[src/rtl/io_display.sv]
// io_display -- four-digit multiplexed seven-segment driver.
//
// Scans four digits, holding each active for REFRESH_DIV clock cycles. Digit 0 shows the
// CPU result nibble (led); digits 1..3 show sw[3:0], sw[7:4] and sw[11:8]. sw[15:12] is
// not used. AN and seg come straight from flops and change on the same edge, one cycle
// behind the digit index and input sampling.
//
// Optional feature: define IO_DISPLAY_DP_EN to light the decimal point on digit 0 as a
// marker for the result digit. Without it the decimal point stays dark.
//
// Ports:
//   CLK        system clock, rising edge
//   key_reset  asynchronous reset, active high; blanks the display
//   sw[15:0]   switch operand, sw[11:0] displayed
//   led[3:0]   CPU result nibble, displayed on digit 0
//   AN[3:0]    digit enables, active low, one-hot-low
//   seg[7:0]   segments, active low; seg[7]=dp, seg[6:0]=g..a
module io_display #(
  parameter int unsigned REFRESH_DIV = 100_000
) (
  input  logic        CLK,
  input  logic        key_reset,
  input  logic [15:0] sw,
  input  logic [3:0]  led,
  output logic [3:0]  AN,
  output logic [7:0]  seg
);

  // A divide of 1 needs no counting bits; keep one bit so the vector stays legal.
  localparam int unsigned CntW = (REFRESH_DIV > 1) ? $clog2(REFRESH_DIV) : 1;
  localparam logic [CntW-1:0] CntMax = CntW'(REFRESH_DIV - 1);

  logic [CntW-1:0] cnt_q, cnt_d;
  logic [1:0]      idx_q, idx_d;
  logic            wrap;

  logic [3:0] nibble;
  logic [3:0] an_d;
  logic [6:0] hex;
  logic       dp;
  logic [7:0] seg_d;

  // Refresh counter and digit index.
  always_comb begin
    wrap  = (cnt_q == CntMax);
    cnt_d = wrap ? '0 : cnt_q + CntW'(1);
    idx_d = wrap ? idx_q + 2'd1 : idx_q;
  end

  always_ff @(posedge CLK or posedge key_reset) begin
    if (key_reset) begin
      cnt_q <= '0;
      idx_q <= 2'd0;
    end else begin
      cnt_q <= cnt_d;
      idx_q <= idx_d;
    end
  end

  // Digit select and hex decode from the current index, registered below.
  always_comb begin
    nibble = 4'h0;
    an_d   = 4'b1111;
    unique case (idx_q)
      2'd0: begin nibble = led;      an_d = 4'b1110; end
      2'd1: begin nibble = sw[3:0];  an_d = 4'b1101; end
      2'd2: begin nibble = sw[7:4];  an_d = 4'b1011; end
      2'd3: begin nibble = sw[11:8]; an_d = 4'b0111; end
      default: begin nibble = 4'h0;  an_d = 4'b1111; end
    endcase
  end

  always_comb begin
    hex = 7'h7F;
    unique case (nibble)
      4'h0: hex = 7'h40;
      4'h1: hex = 7'h79;
      4'h2: hex = 7'h24;
      4'h3: hex = 7'h30;
      4'h4: hex = 7'h19;
      4'h5: hex = 7'h12;
      4'h6: hex = 7'h02;
      4'h7: hex = 7'h78;
      4'h8: hex = 7'h00;
      4'h9: hex = 7'h10;
      4'hA: hex = 7'h08;
      4'hB: hex = 7'h03;
      4'hC: hex = 7'h46;
      4'hD: hex = 7'h21;
      4'hE: hex = 7'h06;
      4'hF: hex = 7'h0E;
      default: hex = 7'h7F;
    endcase
  end

  always_comb begin
`ifdef IO_DISPLAY_DP_EN
    dp = (idx_q == 2'd0) ? 1'b0 : 1'b1;
`else
    dp = 1'b1;
`endif
    seg_d = {dp, hex};
  end

  // AN and seg share one register stage so a digit never pairs with a stale pattern.
  always_ff @(posedge CLK or posedge key_reset) begin
    if (key_reset) begin
      AN  <= 4'b1111;
      seg <= 8'hFF;
    end else begin
      AN  <= an_d;
      seg <= seg_d;
    end
  end

endmodule

[config.mk]
export PLATFORM = sky130hd
export DESIGN_NAME = io_display
export DESIGN_NICKNAME = d
export VERILOG_FILES = /design/src/rtl/io_display.sv
export SDC_FILE = /design/constraint.sdc
export NUM_CORES = 1
export LEC_CHECK = 0
export BUFFER_PORTS_ARGS = -buffer_cell sky130_fd_sc_hd__buf_4
export CAP_MARGIN = 40
export CORE_MARGIN = 8
export CORE_UTILIZATION = 45
export DETAILED_ROUTE_END_ITERATION = 7
export PLACE_DENSITY_LB_ADDON = 0.25
export SETUP_SLACK_MARGIN = 0.4
export SYNTH_ARGS = -nofsm -noshare
export SYNTH_HDL_FRONTEND = slang
export SYNTH_SLANG_ARGS = --single-unit
[constraint.sdc]
create_clock -name CLK -period 2.4 [get_ports CLK]
set_input_delay 0.48 -clock CLK [delete_from_list [all_inputs] [get_ports CLK]]
set_output_delay 0.48 -clock CLK [all_outputs]
set_load 0.02 [all_outputs]
---- Yosys cells after proc, flatten, opt, wreduce, memory -nomap -nowiden ----
Memories as Yosys holds them, arrays and structs flattened. A register that Yosys moved wholly into a read port is not among the register bits.
Cells that the tools add are included.
word-level totals
  flip-flop bits (word level) ............. 23
  ROM bits ................................ 112
  output and inout bits ................... 12
  word-level logic and storage cells ...... 14
  memories kept ........................... 1
memory list
  name             depth  width  rd ports  clocked after memory_dff  write ports  RTL line  RTL
  (no name shown)  16     7      1         1                         0            75        unique case (nibble)
cells by class
  add/subtract/negate cells ............... 2
  eq/ne operators ......................... 4
  mux-type cells .......................... 3
  reduce and logical (&&, ||, !) cells .... 1
operators by type and width
  operator                                             number
  case mux 4 bit (4 select lines)                      2
  adder 17 x 1 -> 17 bit, second input constant        1
  equality test 17 bit, second input constant          1
  2-to-1 mux 17 bit                                    1
  equality test 2 bit, second input constant           2
  adder 2 x 1 -> 2 bit, second input constant          1
  equality test 2 x 1 -> 1 bit, second input constant  1
  logical NOT 2 bit                                    1

---- Logic depth before layout (Yosys ltp) ----
Gate-level depths: netlist (run 1).
  word-level depth ........................ 2
  gate-level depth with buffers ........... 9
  gate-level depth less buffers ........... 9

---- Least setup slack after synthesis (run 1) ----
OpenSTA, ideal clock, no wires.
  kind .................................... register to register
  from .................................... reg idx_q[1]
  to ...................................... reg seg[0]
  arrival time ............................ 1.936 ns
  slack ................................... 0.381 ns
  stages on the path, launching flop included .. 10
  cells stage by stage .................... dfrtp_1 > inv_1 > ha_1 > a22oi_1 > nand2_1 > mux2i_1 > inv_1 > ha_1 > and3_1 > a221o_1
between the ends
  longest elaborated chain between the ends .. 2
  elaborated cells on any way between the ends .. 5
RTL lines
  item                                               RTL line  RTL
  start: declaration                                 34        logic [1:0] idx_q, idx_d;
  start signal: assignment                           56        idx_q <= idx_d;
  equality test 2 bit, or another cell as far along  64        unique case (idx_q)
  case mux 4 bit (4 select lines) *                  64
  end: declaration                                   26        output logic [7:0] seg
Every way passes the cells marked *; elsewhere a longest branch is shown, timed or not.
A chain may end at the register's enable or synchronous reset.

---- Worst setup path in the final report (run 1) ----
  from .................................... reg idx_q[0]
  to ...................................... reg seg[0]
Same word-level chain as after synthesis.

==> impl_metrics.py, run 1 <==
metrics = {
    "critical_path": {
        "arrival_ns": 2.21,
        "crit_family": "compound AO/OA/AOI/OAI gates",
        "cpPeakStageDelay_ns": 0.46,
        "critical_path.max_fanout": 4,
        "cp.required_ns": 2.66,
        "crit_buf_inv": 2,
        "r2r_slack_ns": 0.45,
        "cp-end-kind": "flip-flop",
        "critPathKind": "flip-flop to flip-flop",
        "cp_cell_sequence": "inv_4 -> ha_4 -> a222oi_1 -> mux2_4 -> inv_4 -> ha_4 -> and3_4 -> a221o_1",
        "critical_path.slowest_cell": "dfrtp_2",
        "worst_setup_path_start_kind": "flip-flop",
    },
    "clocking": {
        "cts_tree": "done",
        "clk_latency_ns": 0.33,
        "cts_root_buf": "clkbuf_4",
        "cts.sink_count": 30,
        "cts_buffers": 5,
        "ctsHoldBuffers": 0,
        "clock_path_buffers": 2,
        "clkTransAtPathRegs_ns": 0.10,
        "ctsHtreeMaxLevel": 2,
    },
    "detailed_routing": {
        "drt_iter0_drc": 80,
        "drt-pass1-iter-count": 4,
        "route.vias.total": 1242,
        "wire_per_inst_um": 14.6,
        "ant_nets": 0,
        "drc_errors": 0,
        "routed_via_density": 5.05,
        "totalWireLength_um": 3600,
    },
    "outcome": {
        "run_status": "completed",
    },
    "logic_synthesis": {
        "synth.net_count": 183,
        "syn-cell-area_um2": 1620,
        "syn_inst": 150,
        "ys_warn_count": 0,
        "syn_avg_cell_area_um2": 10.8,
        "synth_cell_type_count": 35,
        "ys_seq_area_share_pct": 47.3,
        "synth_seq_cells": 30,
    },
    "pwr": {
        "switching_share_pct": 23.5,
        "pwr-share-comb_pct": 12.5,
        "p_per_area_nw_per_um2": 482,
        "leakage_nw": 0.960,
        "clkPwrFrac_pct": 37.3,
        "power_frac_seq_pct": 50.2,
        "netSwitchingPower_w": 0.000246,
        "internal_power_w": 0.000804,
        "ir_worst_vdd_v": 0.000322,
    },
    "die": {
        "die_area_um2": 5760,
        "die_h_um": 75.9,
        "rows": 21,
        "die_x_um": 75.9,
        "boundaryPins": 34,
        "initial_utilization_pct": 47.7,
        "coreArea_um2": 3390,
    },
    "finish": {
        "final_nets": 232,
        "diodes": 0,
        "areaGrowthSynthToFinish_pct": 34.9,
        "fillers": 254,
        "most-common-layout-cells": "buf_4, dfrtp_1, xnor2_1, inv_1",
        "multi_input_area_um2": 865,
        "regArea_um2": 767,
        "fin_cells": 246,
        "drive_gt1_share_pct": 46.5,
        "layout_commonest_cell": "buf_4",
    },
    "timing": {
        "fin_tns_setup_ns": 0,
        "clock.fmax_mhz": 512,
        "max_slew_margin_pct": 45.4,
        "skew_ns": 0.00776,
        "hold_viol_final": 0,
        "worst_slew_pin_slew_ns": 0.818,
        "post-route-period-util_pct": 81.4,
        "holdWs_ns": 0.305,
        "finalSetupViolations": 0,
        "rsz0062_at_grt": "yes",
        "maxSlewViolCount": 0,
        "period_minus_slack_ns": 1.95,
    },
    "flow_run": {
        "max-cap-violations": 0,
    },
    "grt": {
        "grt_usage_pct": 12.1,
        "grt_pass1_wl_um": 5750,
        "first_global_vias": 1273,
        "antenna_found_initial": 0,
        "grt.overflow.total": 0,
        "grt_max_degree": 23,
    },
    "place": {
        "dpl.hpwl_um": 2540,
        "gp_congestion": 0.822,
        "dpl.cell_count": 226,
        "port_buffers": 28,
    },
    "hold_path": {
        "min_path_type": "input port to asynchronous set/reset pin",
    },
}
synth_stat cells (all sizes together):
master	number	area, um2
nor3	4	20.0
or3	1	6.26
a221o	1	10.0
nor2	11	41.3
dfstp	11	289
xnor2	14	123
nand4	6	37.5
a21oi	2	10.0
a22oi	1	7.51
clkinv	1	3.75
or2	1	6.26
xor2	2	17.5
nand3	5	25.0
inv	16	60.1
nor4	2	27.5
dfrtp	19	475
conb	1	3.75
o21ai	2	13.8
and3	1	6.26
o22ai	4	25.0
nand4b	1	8.76
or4	1	11.3
nand4bb	1	11.3
a31o	1	8.76
a222oi	3	30.0
ha	11	138
mux2	2	22.5
nand2	11	43.8
mux2i	9	90.1
nor2b	2	12.5
buf	3	30.0
state kept, by name, summed over array words and instances (netlist names):
register  cells
seg           7
AN            4
idx_q         2
cnt_q        17
timing repair:
action | in CTS | in global routing
resized for setup | 15 | 17
setup buffers | 7 | 5
hold endpoints to repair | 0 | 0
setup endpoints to repair | 6 | 6
pin swaps | 3 | 5
metal layers:
| layer | vias to the layer above | global-route usage [%] | routed length (um) |
|---|---|---|---|
| met3 | 8 | 3.18 | 94 |
| met5 | - | 0 | 0 |
| li1 | 613 | - | - |
| met4 | 0 | 4.90 | 72 |
| met1 | 600 | 12.4 | 1370 |
| met2 | 21 | 22.5 | 2070 |
power by group through the flow:
stage | sequential [W] | clock, W | combinational [W]
final | 0.000527 | 0.000392 | 0.000132
after global routing | 0.000528 | 0.000433 | 0.000142
after CTS | 0.000527 | 0.000402 | 0.000119
after detailed placement | 0.000536 | 0 | 0.000113
after global placement | 0.000536 | 0 | 0.000110
after floorplan | 0.000550 | 0 | 0.0000479
through the flow:
step / setup WS, ns / util, % / power (W) / cell area (um2)
finish: 0.446 / 64.3 / 0.00105 / 2180
global route: 0.361 / 64.3 / 0.00110 / 2180
CTS: 0.414 / 60.9 / 0.00105 / 2060
detailed placement: 0.231 / 55.9 / 0.000649 / 1890
global placement: 0.308 / 55.9 / 0.000645 / 1890
floorplan: 0.440 / - / 0.000597 / 1620
final timing paths:
path / startpoint / endpoint / cells after the start
worst max-delay path: idx_q[0] / seg[0] / 8
worst min-delay path: key_reset / cnt_q[12] / 2
worst max register to register: idx_q[0] / seg[0] / 8
worst min register to register: cnt_q[0] / cnt_q[0] / 1
max in group asynchronous: key_reset / AN[0] / 3
min in group CLK: cnt_q[0] / cnt_q[0] / 1
logic make-up (layout without fill, tap and decap cells):
group	Yosys count	after routing	synth area share, %
simple gates	47	47	16.0
flops	30	30	47.3
fa+ha+maj	11	11	8.52
xor+xnor	16	16	8.68
mux	11	11	6.97
other cells	1	1	0.232
compound gates	14	14	6.51
buf+inv	20	70	5.81
area by class of cell:
class / instances / area share (%)
Tap cell: 46 / 2.64
Clock inverter: 3 / 1.84
Timing Repair Buffer: 45 / 15.5
Inverter: 17 / 3.39
Clock buffer: 5 / 1.72
Sequential cell: 30 / 35.2
Multi-Input combinational cell: 100 / 39.7
Power figures use the tool's default switching activity.
==> run 2, diff against run 1 <==
clock period = 1.64 ns   (was 2.4 ns; I/O delays follow)
==> run 2 against run 1 <==
Non-clock buffer count grew 19. Sequential share of layout area is 4.3 points lower. Cell count is 7.7% higher. Core utilization rose by 9.0 points. Highest routed layer unchanged. Via count increased by 9.7%. The flow now finishes with violations (negative setup slack). Setup slack worse by 0.70 ns. Critical path depth rose by 1.
==> impl_metrics.py, run 2 (synthesis results as in run 1) <==
metrics = {
    "die": {
        "die_x_um": 75.9,
        "die_area_um2": 5760,
        "boundaryPins": 34,
        "rows": 21,
        "initial_utilization_pct": 47.7,
        "die_h_um": 75.9,
        "coreArea_um2": 3390,
    },
    "detailed_routing": {
        "wire_per_inst_um": 16.1,
        "totalWireLength_um": 4250,
        "drc_errors": 0,
        "ant_nets": 0,
        "drt_iter0_drc": 72,
        "routed_via_density": 5.14,
        "route.vias.total": 1363,
        "drt-pass1-iter-count": 6,
    },
    "finish": {
        "layout_commonest_cell": "buf_4",
        "fillers": 226,
        "largest-register": "cnt_q",
        "final_util_pct": 73.3,
        "largest_register_ffs": 17,
        "most-common-layout-cells": "buf_4, dfrtp_1, buf_6, xnor2_1, inv_1",
        "reg_top3": "cnt_q (17), seg (7), AN (4)",
        "diodes": 0,
        "drive_gt1_share_pct": 58.0,
        "final_nets": 251,
        "areaGrowthSynthToFinish_pct": 53.8,
    },
    "pwr": {
        "ir_worst_vdd_v": 0.000523,
        "leakage_nw": 1.10,
        "p_per_area_nw_per_um2": 618,
    },
    "place": {
        "dpl.hpwl_um": 2690,
        "post-place-ws_ns": -0.311,
        "gp_congestion": 0.862,
        "port_buffers": 28,
    },
    "critical_path": {
        "cp.required_ns": 1.91,
        "reg2reg_depth": 9,
        "cp-end-kind": "flip-flop",
        "arrival_ns": 2.17,
        "startpoint": "idx_q[1]",
        "crit_top_cell": "inv_2",
        "critical_path.max_fanout": 5,
        "critPathKind": "flip-flop to flip-flop",
        "worst_setup_path_start_kind": "flip-flop",
        "cp_cell_sequence": "inv_2 -> ha_4 -> a22oi_2 -> nand2_2 -> mux2i_4 -> inv_2 -> ha_2 -> or3_1 -> o21ai_1",
        "worstReg2RegStart": "idx_q[1]",
        "critical_path.slowest_cell": "dfrtp_1",
        "cpPeakStageDelay_ns": 0.43,
    },
    "timing": {
        "setup_slack_ns": -0.258,
        "clock.fmax_mhz": 527,
        "skew_ns": 0.0132,
        "hold_viol_final": 0,
        "maxSlewViolCount": 0,
        "period_minus_slack_ns": 1.90,
        "rsz0062_at_grt": "yes",
        "finalSetupViolations": 7,
        "holdWs_ns": 0.0497,
        "post-route-period-util_pct": 116,
    },
    "clocking": {
        "ctsHoldBuffers": 0,
        "cts.sink_count": 30,
        "clock_path_buffers": 2,
        "cts_buffers": 5,
        "clk_latency_ns": 0.35,
        "ctsHtreeMaxLevel": 2,
        "cts_root_buf": "clkbuf_4",
        "cts_tree": "done",
        "clkTransAtPathRegs_ns": 0.10,
    },
    "outcome": {
        "run_status": "finished, violations left",
        "violations": "negative setup slack",
    },
    "grt": {
        "grt_max_degree": 31,
        "grt.overflow.total": 0,
        "grt_pass1_wl_um": 6710,
        "first_global_vias": 1457,
        "antenna_found_initial": 0,
        "grt_usage_pct": 14.0,
    },
    "flow_run": {
        "max-cap-violations": 0,
    },
    "hold_path": {
        "min_path_type": "input port to asynchronous set/reset pin",
    },
}
==> run 2: cell types whose count changed in the layout (fill, tap and decap cells not counted), sizes merged <==
cell    previous run  this run
clkbuf             5         8
buf               45        64
clkinv             2         0
bufinv             1         0
==> run 2: worst paths after layout <==
kind                              to  slack, ns
max                           seg[4]      -0.26
min                        cnt_q[11]       0.05
max reg2reg                   seg[4]      -0.26
min reg2reg                 cnt_q[8]       0.54
max in group asynchronous      AN[2]       1.26
min in group CLK              seg[1]       0.42
==> run 2: report_power, final <==
part / total (W) / internal, W / switching, W
sequential: 0.000773 / 0.000766 / 0.00000733
clock: 0.000563 / 0.000293 / 0.000270
combinational: 0.000198 / 0.000103 / 0.0000946
total: 0.00153 / 0.00116 / 0.000372
==> run 2: routing by layer <==
| metal | vias up | GRT usage [%] | part of all wire, % |
|---|---|---|---|
| met4 | 0 | 6.86 | 2.6 |
| li1 | 648 | - | - |
| met3 | 11 | 4.25 | 5.8 |
| met1 | 662 | 14.6 | 37 |
| met2 | 42 | 24.9 | 55 |
| met5 | - | 0 | 0 |
==> run 2: worst max-delay path, delay by kind of cell (launching register included) <==
family | cells | cell delay [ns]
multiplexers | 1 | 0.17
buffers and inverters | 2 | 0.17
flip-flops | 1 | 0.43
AND/OR/NAND/NOR | 2 | 0.44
adder cells (fa/ha/maj) | 2 | 0.36
AO/OA/AOI/OAI | 2 | 0.26
==> run 2: layout make-up <==
class | count | area [um2] | area share, %
Sequential cell | 30 | 768 | 30.9
Tap cell | 46 | 57.6 | 2.32
Clock buffer | 8 | 78.8 | 3.17
Multi-Input combinational cell | 100 | 968 | 39.0
Inverter | 17 | 71.3 | 2.87
Timing Repair Buffer | 64 | 541 | 21.8
==> run 2: through the flow <==
step                      setup TNS, ns  power, W  area, um2  std cells
after floorplan                  -0.904  0.000877       1650        150
after global placement            -1.51  0.000958       2030        240
after detailed placement          -1.75  0.000963       2030        240
after CTS                         -1.52   0.00152       2310        257
after global routing              -2.26   0.00158       2480        265
final                             -1.58   0.00153       2480        265
==> run 2: repair_timing <==
item                                   4_1_cts  5_1_grt
endpoints found under the hold margin        0        0
gates cloned                                 1        0
pin swaps                                   11       13
gates resized for setup                     33       29
setup buffers                                8        8
setup endpoints to repair                   35       35
==> run 3, diff against run 2 <==
ABC_AREA = 1   (was not set)
==> run 3 against run 2 <==
Critical path depth increased by 3. Count of clock-buffer cells in the layout down 2. First-iteration DRC count is 9.7% higher. Clock skew down 0.0017 ns. Die area grew 9.0%. Sequential share of layout area decreased by 3.7 points. Worst hold slack gained 0.060 ns. The flow still finishes with violations (negative setup slack). Cell count up 31%. Critical path type unchanged. Power increased by 27%.
==> impl_metrics.py, run 3 <==
metrics = {
    "outcome": {
        "run_status": "finished, violations left",
        "violations": "negative setup slack",
    },
    "detailed_routing": {
        "drt-pass1-iter-count": 4,
        "wire_per_inst_um": 14.1,
        "route.vias.total": 1728,
        "routed_via_density": 4.97,
        "totalWireLength_um": 4900,
        "drc_errors": 0,
        "ant_nets": 0,
        "drt_iter0_drc": 79,
    },
    "pwr": {
        "pwr-share-comb_pct": 11.2,
        "leakage_nw": 1.31,
        "p_per_area_nw_per_um2": 692,
        "power_frac_seq_pct": 39.5,
        "clkPwrFrac_pct": 49.3,
        "netSwitchingPower_w": 0.000433,
        "ir_worst_vdd_v": 0.000387,
        "switching_share_pct": 22.2,
        "internal_power_w": 0.00152,
        "power.total_w": 0.00195,
    },
    "logic_synthesis": {
        "synth_cell_type_count": 25,
        "synth_top_area_share_pct": 26.4,
        "syn_inst": 239,
        "ys_seq_area_share_pct": 42.5,
        "ys_warn_count": 0,
        "synth.top_cells.by_area": "dfrtp_1, dfstp_2, nand2_1",
        "syn_avg_cell_area_um2": 7.53,
        "synth_seq_cells": 30,
        "yosysMostFrequentCell": "nand2_1",
        "synth_edf_count": 0,
        "yosysTopAreaCell": "dfrtp_1",
        "yosys-top-cells-count": "nand2_1, nor2_1, inv_1",
        "syn-cell-area_um2": 1800,
        "synth.net_count": 272,
        "synth_ff_type": "dfrtp_1",
        "synthArstFlopShare_pct": 100,
    },
    "critical_path": {
        "arrival_ns": 1.98,
        "crit_top_cell": "nand2_1",
        "critical_path.slowest_cell": "dfrtp_2",
        "cp.required_ns": 1.87,
        "cpPeakStageDelay_ns": 0.48,
        "critical_path.max_fanout": 6,
        "cp_cell_sequence": "inv_4 -> ha_4 -> inv_4 -> or2_4 -> o21ai_4 -> buf_12 -> inv_6 -> ha_4 -> nand3_2 -> nand2_1 -> nand2_1 -> nand2_1",
        "critPathKind": "flip-flop to flip-flop",
        "cp-end-kind": "flip-flop",
        "worst_setup_path_start_kind": "flip-flop",
    },
    "clocking": {
        "cts_buffers": 5,
        "clock_path_buffers": 2,
        "ctsHoldBuffers": 0,
        "ctsHtreeMaxLevel": 2,
        "clk_latency_ns": 0.29,
        "cts_root_buf": "clkbuf_8",
        "cts_tree": "done",
        "cts.sink_count": 30,
        "clkTransAtPathRegs_ns": 0.08,
    },
    "die": {
        "die_h_um": 79.3,
        "coreArea_um2": 3910,
        "boundaryPins": 34,
        "die_x_um": 79.3,
        "rows": 23,
        "die_area_um2": 6280,
        "initial_utilization_pct": 46.0,
    },
    "timing": {
        "clock.fmax_mhz": 571,
        "rsz0062_at_grt": "yes",
        "hold_viol_final": 0,
        "setup_slack_ns": -0.111,
        "post-route-period-util_pct": 107,
        "fin_tns_setup_ns": -0.388,
        "maxSlewViolCount": 0,
        "period_minus_slack_ns": 1.75,
        "holdWs_ns": 0.110,
        "skew_ns": 0.0115,
        "finalSetupViolations": 5,
    },
    "hold_path": {
        "min_path_type": "input port to asynchronous set/reset pin",
    },
    "grt": {
        "grt_max_degree": 31,
        "grt_pass1_wl_um": 7540,
        "grt.overflow.total": 0,
        "antenna_found_initial": 0,
        "first_global_vias": 1725,
        "grt_usage_pct": 14.9,
    },
    "finish": {
        "largest-register": "cnt_q",
        "diodes": 0,
        "drive_gt1_share_pct": 47.3,
        "layout_commonest_cell": "nand2_1",
        "reg_top3": "cnt_q (17), seg (7), AN (4)",
        "most-common-layout-cells": "nand2_1, buf_4, inv_1, nor2_1",
        "largest_register_ffs": 17,
        "areaGrowthSynthToFinish_pct": 56.8,
        "fillers": 283,
        "fin_cells": 348,
        "final_nets": 330,
    },
    "place": {
        "dpl.hpwl_um": 2810,
        "gp_congestion": 0.846,
        "port_buffers": 28,
        "dpl.cell_count": 325,
    },
    "flow_run": {
        "max-cap-violations": 0,
    },
}
[run 3: cell types whose count changed in the layout (fill, tap and decap cells not counted), moves of 6 or more]
cell     previous run  this run
buf_4              48        37
ha_4                4        10
inv_1              12        27
mux2i_1             8         0
nand2_1             8        60
nand2_2             2        10
nand3_1             4        14
nor2_1              3        22
xnor2_1            13         0
[run 3: repair_timing]
item / CTS / global route
buffers inserted: 11 / 4
endpoints found under the setup margin: 33 / 36
pin swaps: 23 / 10
gates cloned: 0 / 0
gates resized for setup: 59 / 43
[run 3: routing by layer]
metal	global-route usage, %	share of wire [%]	wire length, um	vias up
li1	-	-	-	844
met1	16.4	40	1940	819
met2	24.8	52	2540	52
met3	4.85	5.8	284	13
met4	8.33	2.7	132	0
met5	0	0	0	-
[run 3: layout make-up]
class                           instances  area, um2  area share (%)
Clock buffer                            6       82.6            2.93
Clock inverter                          2       60.1            2.13
Inverter                               37        166            5.90
Multi-Input combinational cell        170       1210            43.0
Sequential cell                        30        769            27.3
Tap cell                               50       62.6            2.22
Timing Repair Buffer                   53        467            16.5
[run 3: path summary, 6_finish.rpt]
path                       slack (ns)         to  cells after the start  startpoint
max in group asynchronous        1.21     seg[6]                      3   key_reset
min                              0.11  cnt_q[16]                      3   key_reset
max reg2reg                     -0.11     seg[3]                     12    idx_q[0]
min reg2reg                      0.52   cnt_q[4]                      2    cnt_q[4]
max                             -0.11     seg[3]                     12    idx_q[0]
min in group CLK                 0.47     seg[2]                      4      led[3]
[run 3: cells by family after synthesis]
| family | after synthesis | synth area share, % |
|---|---|---|
| fa+ha+maj | 11 | 7.64 |
| other cells | 1 | 0.208 |
| buf+inv | 39 | 8.83 |
| xor+xnor | 7 | 3.41 |
| compound gates | 10 | 3.89 |
| flops | 30 | 42.5 |
| simple gates | 141 | 33.6 |
[run 3: stage by stage]
stage	setup WS (ns)	utilization [%]	instance area, um2
2_1_floorplan	0.0837	-	1830
3_3_place_gp	-0.0999	55.1	2160
3_5_place_dp	-0.177	55.1	2160
4_1_cts	-0.0284	66.1	2590
5_1_grt	-0.180	72.1	2820
6_report	-0.111	72.1	2820
[run 3: power groups by stage]
stage          sequential, W  combinational, W  clock [W]
2_1_floorplan       0.000803         0.0000767          0
3_3_place_gp        0.000782          0.000169          0
3_5_place_dp        0.000782          0.000170          0
4_1_cts             0.000772          0.000192   0.000967
5_1_grt             0.000774          0.000238    0.00101
6_report            0.000772          0.000218   0.000963
[run 3: critical path: cells and delay by family, from the launching register on]
family	cells	cell delay (ns)
adders and majority gates	2	0.29
AOI/OAI and AO/OA	1	0.07
and+or+nand+nor	5	0.50
buffers and inverters	4	0.35
DFF	1	0.48
